[src/rtl/debounced_updown_counter_pkg.sv]
// -----------------------------------------------------------------------------
// debounced_updown_counter_pkg
//   Shared types and helpers for the debounced up/down counter.
//   - db_state_e     : accepted (debounced) level of one button channel
//   - cnt_op_e       : resolved per-cycle action on the count register
//   - released_level : raw pin level that means "not pressed"
//   - decode_op      : resolves clr / inc / dec strobes into one action
// -----------------------------------------------------------------------------
package debounced_updown_counter_pkg;

    typedef enum logic {
        DB_RELEASED = 1'b0,
        DB_PRESSED  = 1'b1
    } db_state_e;

    typedef enum logic [1:0] {
        CNT_HOLD  = 2'd0,
        CNT_INC   = 2'd1,
        CNT_DEC   = 2'd2,
        CNT_CLEAR = 2'd3
    } cnt_op_e;

    // An active-low button idles high, an active-high button idles low.
    function automatic logic released_level(input int active_low);
        return (active_low != 0);
    endfunction

    // clr wins over the strobes; simultaneous inc and dec cancel out.
    function automatic cnt_op_e decode_op(input logic clr,
                                          input logic inc,
                                          input logic dec);
        cnt_op_e op;
        if (clr)
            op = CNT_CLEAR;
        else if (inc && !dec)
            op = CNT_INC;
        else if (dec && !inc)
            op = CNT_DEC;
        else
            op = CNT_HOLD;
        return op;
    endfunction

endpackage

[src/rtl/debounced_updown_counter_debounce.sv]
// -----------------------------------------------------------------------------
// button_debounce
//   One button channel: 2-FF synchroniser, debounce counter and a registered
//   one-cycle strobe for each accepted press.
//
//   Ports
//     clk         in   system clock, rising edge
//     rst         in   synchronous active-high reset
//     btn_raw     in   raw asynchronous button pin
//     pressed     out  accepted (debounced) level, 1 = pressed
//     press_pulse out  1 for one cycle after the accepted level goes 0->1
//
//   A synchronised level that differs from the accepted one must persist for
//   DEBOUNCE_CYCLES consecutive cycles before it is accepted; any return to
//   the accepted level restarts the run from zero.
// -----------------------------------------------------------------------------
module button_debounce
    import debounced_updown_counter_pkg::*;
#(
    parameter int DEBOUNCE_CYCLES = 120000,
    parameter int ACTIVE_LOW      = 1
) (
    input  logic clk,
    input  logic rst,
    input  logic btn_raw,
    output logic pressed,
    output logic press_pulse
);

    localparam int   CNT_W = (DEBOUNCE_CYCLES > 1) ? $clog2(DEBOUNCE_CYCLES) : 1;
    localparam logic REL   = released_level(ACTIVE_LOW);
    localparam logic [CNT_W-1:0] CNT_LAST = CNT_W'(DEBOUNCE_CYCLES - 1);

    logic             s1_q;
    logic             s2_q;
    db_state_e        state_q;
    logic [CNT_W-1:0] cnt_q;
    logic             pulse_q;
    logic             sampled_pressed;
    logic             disagree;

    assign sampled_pressed = s2_q ^ REL;
    assign disagree        = sampled_pressed != (state_q == DB_PRESSED);

    always_ff @(posedge clk) begin
        if (rst) begin
            s1_q    <= REL;
            s2_q    <= REL;
            state_q <= DB_RELEASED;
            cnt_q   <= '0;
            pulse_q <= 1'b0;
        end else begin
            s1_q    <= btn_raw;
            s2_q    <= s1_q;
            pulse_q <= 1'b0;
            if (!disagree) begin
                cnt_q <= '0;
            end else if (cnt_q == CNT_LAST) begin
                // Accept the new level; only the release->press flip strobes.
                cnt_q   <= '0;
                state_q <= sampled_pressed ? DB_PRESSED : DB_RELEASED;
                pulse_q <= sampled_pressed;
            end else begin
                cnt_q <= cnt_q + CNT_W'(1);
            end
        end
    end

    assign pressed     = (state_q == DB_PRESSED);
    assign press_pulse = pulse_q;

endmodule

[src/rtl/debounced_updown_counter.sv]
// -----------------------------------------------------------------------------
// debounced_updown_counter
//   Up/down counter driven by two raw buttons, each debounced in the clk
//   domain; one count step per accepted press. Wraps or saturates.
//
//   Ports
//     clk        in   system clock, rising edge
//     rst        in   synchronous active-high reset
//     clr        in   synchronous clear of the count (not debounced)
//     btn_inc    in   raw increment button
//     btn_dec    in   raw decrement button
//     count      out  current count (LEDs)
//     inc_pulse  out  one-cycle strobe per accepted increment press
//     dec_pulse  out  one-cycle strobe per accepted decrement press
//     at_max     out  count == 2^WIDTH-1
//     at_min     out  count == 0
// -----------------------------------------------------------------------------
module debounced_updown_counter
    import debounced_updown_counter_pkg::*;
#(
    parameter int WIDTH           = 4,
    parameter int DEBOUNCE_CYCLES = 120000,
    parameter int SATURATE        = 0,
    parameter int BTN_ACTIVE_LOW  = 1
) (
    input  logic             clk,
    input  logic             rst,
    input  logic             clr,
    input  logic             btn_inc,
    input  logic             btn_dec,
    output logic [WIDTH-1:0] count,
    output logic             inc_pulse,
    output logic             dec_pulse,
    output logic             at_max,
    output logic             at_min
);

    localparam logic CLAMP = (SATURATE != 0);

    logic [WIDTH-1:0] count_q;
    logic [WIDTH-1:0] count_d;
    logic             inc_level;
    logic             dec_level;
    logic             unused_levels;

    button_debounce #(
        .DEBOUNCE_CYCLES (DEBOUNCE_CYCLES),
        .ACTIVE_LOW      (BTN_ACTIVE_LOW)
    ) u_inc (
        .clk         (clk),
        .rst         (rst),
        .btn_raw     (btn_inc),
        .pressed     (inc_level),
        .press_pulse (inc_pulse)
    );

    button_debounce #(
        .DEBOUNCE_CYCLES (DEBOUNCE_CYCLES),
        .ACTIVE_LOW      (BTN_ACTIVE_LOW)
    ) u_dec (
        .clk         (clk),
        .rst         (rst),
        .btn_raw     (btn_dec),
        .pressed     (dec_level),
        .press_pulse (dec_pulse)
    );

    // Debounced levels are not needed here; only the press strobes count.
    assign unused_levels = inc_level ^ dec_level;

    assign at_max = (count_q == {WIDTH{1'b1}});
    assign at_min = (count_q == '0);

    always_comb begin
        count_d = count_q;
        unique case (decode_op(clr, inc_pulse, dec_pulse))
            CNT_CLEAR: count_d = '0;
            CNT_INC:   if (!(CLAMP && at_max)) count_d = count_q + WIDTH'(1);
            CNT_DEC:   if (!(CLAMP && at_min)) count_d = count_q - WIDTH'(1);
            default:   count_d = count_q;
        endcase
    end

    always_ff @(posedge clk) begin
        if (rst)
            count_q <= '0;
        else
            count_q <= count_d;
    end

    assign count = count_q;

endmodule

[config.mk]
export PLATFORM = sky130hd
export DESIGN_NAME = debounced_updown_counter
export DESIGN_NICKNAME = d
export VERILOG_FILES = /design/src/rtl/debounced_updown_counter_pkg.sv /design/src/rtl/debounced_updown_counter_debounce.sv /design/src/rtl/debounced_updown_counter.sv
export SDC_FILE = /design/constraint.sdc
export NUM_CORES = 1
export LEC_CHECK = 0
export ABC_AREA = 0
export BUFFER_PORTS_ARGS = -buffer_cell sky130_fd_sc_hd__buf_2
export CORE_ASPECT_RATIO = 1.75
export CORE_UTILIZATION = 30
export CTS_BUF_LIST = sky130_fd_sc_hd__clkbuf_4 sky130_fd_sc_hd__clkbuf_8
export DETAILED_ROUTE_END_ITERATION = 10
export PLACE_DENSITY_LB_ADDON = 0.25
export SLEW_MARGIN = 20
export SYNTH_ARGS = -nofsm -noshare
export SYNTH_HDL_FRONTEND = slang
export SYNTH_SLANG_ARGS = --single-unit
[constraint.sdc]
create_clock -name clk -period 2.4 [get_ports clk]
set_input_delay 0.24 -clock clk [delete_from_list [all_inputs] [get_ports clk]]
set_output_delay 0.24 -clock clk [all_outputs]
set_load 0.05 [all_outputs]
==> impl_metrics.json, run 1 <==
{
  "final_common_cell": "dfxtp_1",
  "core_um2": 6860,
  "timing.setup.tns_ns": 0,
  "total_number_of_vias": 1710,
  "total_switching_power_uw": 343,
  "route.detailed.drc": 0,
  "synthesis.instances": 244,
  "final_nets": 268,
  "number_of_enable_flip_flop_cells_after_synthesis": 0,
  "tritoncts.num_buffers": 5,
  "postLayoutCellArea_um2": 2360,
  "layoutNonFillerInstCount": 342,
  "ant_nets": 0,
  "startpoint_type": "register",
  "data_required_time_at_the_worst_endpoint_ns": 2.64,
  "critical_path.cell_chain": "inv_1, a21oi_1, ha_1, xor2_1, ha_1, a21oi_1, xor2_1, or4_1, a31oi_1",
  "worst_path_max_delay_cell": "or4_1",
  "hold_violations": 0,
  "tritoncts": "built",
  "drt_pre_antenna_iters": 5,
  "setup_violations": 0,
  "post-dp-hpwl_um": 3080,
  "rsz0062_at_grt": "no",
  "placement.cell_area_um2": 2270,
  "fin_crit_ns": 2.09,
  "timing_worst_setup_path_type": "register to register",
  "clk_root_buffer_cell": "clkbuf_8",
  "std_cell_rows": 40,
  "area.growth.synth_to_final_pct": 10.8,
  "max_cap_viols": 0,
  "routed_wirelength_um": 4130,
  "clock_skew_after_layout_ns": 0.0145,
  "chip_width_um": 65.7,
  "cts.sink_count": 46,
  "syn_nets": 255,
  "cellPowerDensity_nw_per_um2": 573,
  "share_seq_of_total_power_pct": 58.0,
  "commonest_register_cell_after_synthesis": "dfxtp_1",
  "start_util_pct": 31.0,
  "clk_pin_slew_ns": 0.09,
  "cts_post_setup_buffers_inserted": 0,
  "seqCellArea_um2": 921,
  "drt-vias-per-instance": 5.00,
  "achievable-frequency_ghz": 0.479,
  "design.die.area_um2": 7450,
  "endpoint_kind": "register",
  "worst-endpoint-arrival_ns": 2.33,
  "clk-insertion-delay-late_ns": 0.30,
  "gr-usage-met3_pct": 2.50,
  "ys_seq_elements": 46,
  "fp.dieH_um": 113,
  "via_count_of_the_first_global_routing_pass": 1649,
  "multiInputGateArea_um2": 1150,
  "min_path_type": "input port to register",
  "globalRoute.busiestLayer": "met2",
  "antenna_found_initial": 0,
  "synth-warning-count": 0,
  "dpl.cell_count": 334,
  "globalRouteOverflowTotal": 0,
  "synth.cell_area_um2": 2130,
  "grt_start_max_net_pins": 18,
  "grt.met2_usage_pct": 22.9,
  "max_slew.worst_pin.slew_ns": 0.681,
  "synth_cell_types": 37,
  "grtUsageMet1_pct": 12.4,
  "synth.yosys.seq_area_share_pct": 43.3,
  "io_buffer_count": 12,
  "gp_congestion": 0.773,
  "comb_power_share_pct": 6.8,
  "p_clk_share_pct": 35.2,
  "slowest_delay_ns": 0.40,
  "detail_route.wl_per_cell_um": 12.1,
  "final_min_period_over_clock_period_pct": 87.0,
  "swShare_pct": 25.4,
  "insertedDiodeCount": 0,
  "design.portCount": 13,
  "finalMaxSlewViolations": 0,
  "cp_max_fo": 6,
  "fraction_of_layout_instances_using_a_drive_strength_above_1_pct": 12.4,
  "status": "complete, no violations",
  "post_cts_hold_buffer_count": 0,
  "final.fill_count": 708,
  "ctsLongestPathBuffers": 2,
  "layout.cells.most_common_list": "dfxtp_1 (46), nor2_1 (32), nand2_1 (16)",
  "grt_usage_pct": 12.3,
  "leakage_power_uw": 0.000757,
  "max-slew-margin-rel_pct": 54.2,
  "vdd_ir_drop_max_mv": 0.285,
  "cts.htree.levels": 2,
  "synthesis.area_per_instance_um2": 8.72,
  "synth-async-reset-ratio_pct": 0,
  "cell_internal_pwr_uw": 1010,
  "dr.first_iter.drc_count": 65,
  "cts_resized": 0,
  "grt_first_pass_wirelength_um": 7160
}
==> worst paths after layout <==
path,startpoint,end,slack [ns],cells after the start
setup reg to reg,u_dec.press_pulse$_SDFF_PP0_,count[2]$_SDFFE_PP0P_,0.31,9
setup / recovery,u_dec.press_pulse$_SDFF_PP0_,count[2]$_SDFFE_PP0P_,0.31,9
hold reg to reg,u_inc.s1_q$_SDFF_PP1_,u_inc.s2_q$_SDFF_PP1_,0.42,1
hold / removal,btn_dec,u_dec.s1_q$_SDFF_PP1_,0.11,2
==> flip-flops by register name, summed over array words and instances (netlist names) <==
register,flops
u_dec.s2_q,1
u_dec.press_pulse,1
u_dec.cnt_q,17
u_inc.s1_q,1
u_inc.press_pulse,1
u_dec.s1_q,1
u_inc.cnt_q,17
u_dec.pressed,1
u_inc.pressed,1
u_inc.s2_q,1
count,4
==> per-stage QoR <==
stage | setup slack [ns] | hold WS, ns | utilization, % | total power (uW)
6_report | 0.311 | 0.108 | 34.4 | 1350
2_1_floorplan | 0.00537 | 0.344 | - | 872
5_1_grt | 0.163 | 0.104 | 34.4 | 1420
3_5_place_dp | 0.322 | 0.393 | 33.1 | 895
4_1_cts | 0.295 | 0.102 | 34.4 | 1380
3_3_place_gp | 0.381 | 0.393 | 33.1 | 895
==> synthesized netlist by cell type, types with 5 or more instances <==
master	n	share of area [%]
dfxtp_1	46	43
nor2_1	32	5.6
nand2_1	16	2.8
xnor2_1	15	6.2
a21oi_1	13	3.1
nand3_1	12	2.8
xor2_1	12	4.9
nor4_1	11	3.2
inv_1	7	1.2
nor3_1	7	1.6
ha_1	6	3.5
o21ai_0	6	1.4
and3_1	5	1.5
nand4_1	5	1.5
or2_2	5	1.5
==> metal layers <==
metal | wire (um) | vias to the layer above | part of all wire [%]
met5 | 0 | - | 0
met4 | 84 | 0 | 2.0
met3 | 77 | 6 | 1.9
met2 | 2330 | 12 | 56
met1 | 1640 | 811 | 40
li1 | - | 881 | -
==> power by group through the flow <==
stage / Sequential [uW] / Combinational (uW) / Clock [uW]
2_1_floorplan: 815 / 57.8 / 0
3_3_place_gp: 801 / 93.5 / 0
3_5_place_dp: 802 / 93.3 / 0
4_1_cts: 784 / 93.6 / 505
5_1_grt: 786 / 101 / 530
6_report: 783 / 92.2 / 476
==> final cells by class <==
cell class | instances | share of cell area, %
clock buffer | 5 | 2.92
clock inverter | 3 | 0.902
tap | 84 | 4.46
timing repair buffer | 13 | 2.87
multi-input combinational | 184 | 48.7
inverter | 7 | 1.11
sequential | 46 | 39.1
==> worst max-delay path, delay by kind of cell (launching register included) <==
kind,cells,cell delay (ns)
AOI/OAI and AO/OA,3,0.43
xor gates and xnor gates,2,0.34
adders and majority gates,2,0.48
buffers and inverters,1,0.04
DFF,1,0.35
and+or+nand+nor,1,0.40
==> kinds of logic (layout without fill, tap and decap cells) <==
group | after synthesis | in the layout | synth area share [%]
xor+xnor | 27 | 27 | 11.1
buf+inv | 14 | 28 | 2.82
fa+ha+maj | 6 | 6 | 3.53
flops | 46 | 46 | 43.3
compound gates | 28 | 28 | 7.64
simple gates | 123 | 123 | 31.6
Power figures use the tool's default switching activity.
==> run 2, diff against run 1 <==
- CORE_UTILIZATION: 30 -> 60
- CTS_CLUSTER_DIAMETER: unset -> 40
==> run 2 against run 1 <==
Net effect: cell area down 2.2%; highest routed layer unchanged; critical path type unchanged; register-to-register slack worse by 0.06 ns; die area fell by 49%.
==> impl_metrics.json, run 2 (same netlist as run 1, synthesis figures left out) <==
{
  "max_slew.worst_pin.slew_ns": 0.594,
  "layout.cells.most_common_list": "dfxtp_1 (46), nor2_1 (32), nand2_1 (16)",
  "data_required_time_at_the_worst_endpoint_ns": 2.62,
  "dpl_worst_slack_ns": 0.279,
  "cts_post_setup_buffers_inserted": 0,
  "startpoint_type": "register",
  "grtUsageMet1_pct": 21.2,
  "cellPowerDensity_nw_per_um2": 585,
  "grt_first_pass_wirelength_um": 6350,
  "ant_nets": 0,
  "layoutNonFillerInstCount": 302,
  "slowest_delay_ns": 0.40,
  "gr-usage-met3_pct": 5.11,
  "fraction_of_layout_instances_using_a_drive_strength_above_1_pct": 12.1,
  "chip_width_um": 47.0,
  "status": "complete, no violations",
  "worst_path_max_delay_cell": "or4_1",
  "hold_path_depth": 2,
  "globalRoute.busiestLayer": "met2",
  "r2r_cells": 9,
  "cp_max_fo": 6,
  "worst-endpoint-arrival_ns": 2.37,
  "min_path_type": "input port to register",
  "grt_start_max_net_pins": 18,
  "setup_violations": 0,
  "final.fill_count": 313,
  "antenna_found_initial": 0,
  "clk_root_buffer_cell": "clkbuf_8",
  "post-dp-hpwl_um": 2850,
  "via_count_of_the_first_global_routing_pass": 1621,
  "core_um2": 3400,
  "routed_wirelength_um": 3830,
  "final_core_util_pct": 67.8,
  "hold_violations": 0,
  "dr.first_iter.drc_count": 23,
  "io_buffer_count": 12,
  "total_number_of_vias": 1737,
  "setup.reg_to_reg.worst_slack_ns": 0.25,
  "std_cell_rows": 28,
  "leakage_power_uw": 0.000753,
  "finalMaxSlewViolations": 0,
  "fp.dieH_um": 80.8,
  "design.portCount": 13,
  "final_common_cell": "dfxtp_1",
  "timing.setup.tns_ns": 0,
  "ctsLongestPathBuffers": 2,
  "drt_pre_antenna_iters": 4,
  "cts_resized": 0,
  "clock_skew_after_layout_ns": 0.00967,
  "timing.rr.end": "count[2]$_SDFFE_PP0P_",
  "grt.met2_usage_pct": 42.9,
  "tritoncts.num_buffers": 5,
  "grt_usage_pct": 22.5,
  "start_util_pct": 62.6,
  "clk-insertion-delay-late_ns": 0.29,
  "hold_slack_final_ns": 0.118,
  "timing_worst_setup_path_type": "register to register",
  "final_min_period_over_clock_period_pct": 89.7,
  "critical_path.cell_chain": "inv_1, a21oi_1, ha_1, xor2_1, ha_1, a21oi_1, xor2_1, or4_1, a31oi_1",
  "dpl.cell_count": 294,
  "max-slew-margin-rel_pct": 60.4,
  "achievable-frequency_ghz": 0.464,
  "seqCellArea_um2": 921,
  "endpoint_kind": "register",
  "gp_congestion": 0.825,
  "vdd_ir_drop_max_mv": 0.473,
  "rsz0062_at_grt": "no",
  "final_nets": 267,
  "tritoncts": "built",
  "insertedDiodeCount": 0,
  "design.die.area_um2": 3800,
  "startpoint": "u_dec.press_pulse$_SDFF_PP0_",
  "clk_pin_slew_ns": 0.09,
  "worst_hold_startpoint": "btn_inc",
  "detail_route.wl_per_cell_um": 12.7,
  "worstReg2RegStart": "u_dec.press_pulse$_SDFF_PP0_",
  "globalRouteOverflowTotal": 0,
  "hold_end": "u_inc.s1_q$_SDFF_PP1_",
  "drt-vias-per-instance": 5.75,
  "max_cap_viols": 0,
  "post_cts_hold_buffer_count": 0,
  "area.growth.synth_to_final_pct": 8.29,
  "route.detailed.drc": 0,
  "cts.sink_count": 46,
  "cts.htree.levels": 2,
  "multiInputGateArea_um2": 1150,
  "fin_crit_ns": 2.15,
  "postLayoutSetupSlackWorst_ns": 0.247
}
==> run 2: cell count changes in the layout (fill, tap and decap cells not counted), sizes merged <==
cell	before	now
clkinv	2	1
buf	13	12
inv	7	8
==> run 2: worst max path at each step <==
stage          depth (start not counted)               endpoint  slack (ns)
2_1_floorplan                          2                 at_min       0.005
3_3_place_gp                           9  count[2]$_SDFFE_PP0P_        0.40
3_5_place_dp                           9  count[2]$_SDFFE_PP0P_        0.28
4_1_cts                                9  count[2]$_SDFFE_PP0P_        0.25
5_1_grt                                9  count[2]$_SDFFE_PP0P_        0.03
6_report                               9  count[2]$_SDFFE_PP0P_        0.25
==> run 2: metal layers <==
metal / part of all wire, % / vias up / wire [um]
met5: 0 / - / 0
met4: 1.7 / 0 / 64
met3: 1.8 / 6 / 68
met2: 57 / 19 / 2190
met1: 40 / 824 / 1520
li1: - / 888 / -
==> run 2: final cells by class <==
cell class                 count  area share, %
clock buffer                   5           2.99
inverter                       7           1.14
sequential                    46           40.0
tap                           45           2.44
timing repair buffer          12           2.61
clock inverter                 3           1.09
multi-input combinational    184           49.8
==> run 2: power by group <==
part | switching (uW) | total (uW) | internal, uW | leakage (uW)
Sequential | 11.7 | 783 | 772 | 0.000372
Combinational | 61.4 | 91.8 | 30.3 | 0.000336
Clock | 263 | 473 | 210 | 0.0000447
==> run 2: metrics by stage <==
stage | instance area [um2] | power (uW)
4_1_cts | 2300 | 1370
2_1_floorplan | 2130 | 872
5_1_grt | 2300 | 1410
3_5_place_dp | 2210 | 894
3_3_place_gp | 2210 | 891
6_report | 2300 | 1350
==> run 2: critical path: cells and delay by family, from the launching register on <==
| kind | cells | cell delay (ns) |
|---|---|---|
| AND/OR/NAND/NOR | 1 | 0.40 |
| adder cells (fa/ha/maj) | 2 | 0.48 |
| AO/OA/AOI/OAI | 3 | 0.46 |
| flip-flops | 1 | 0.36 |
| buffers and inverters | 1 | 0.05 |
| XOR/XNOR | 2 | 0.33 |
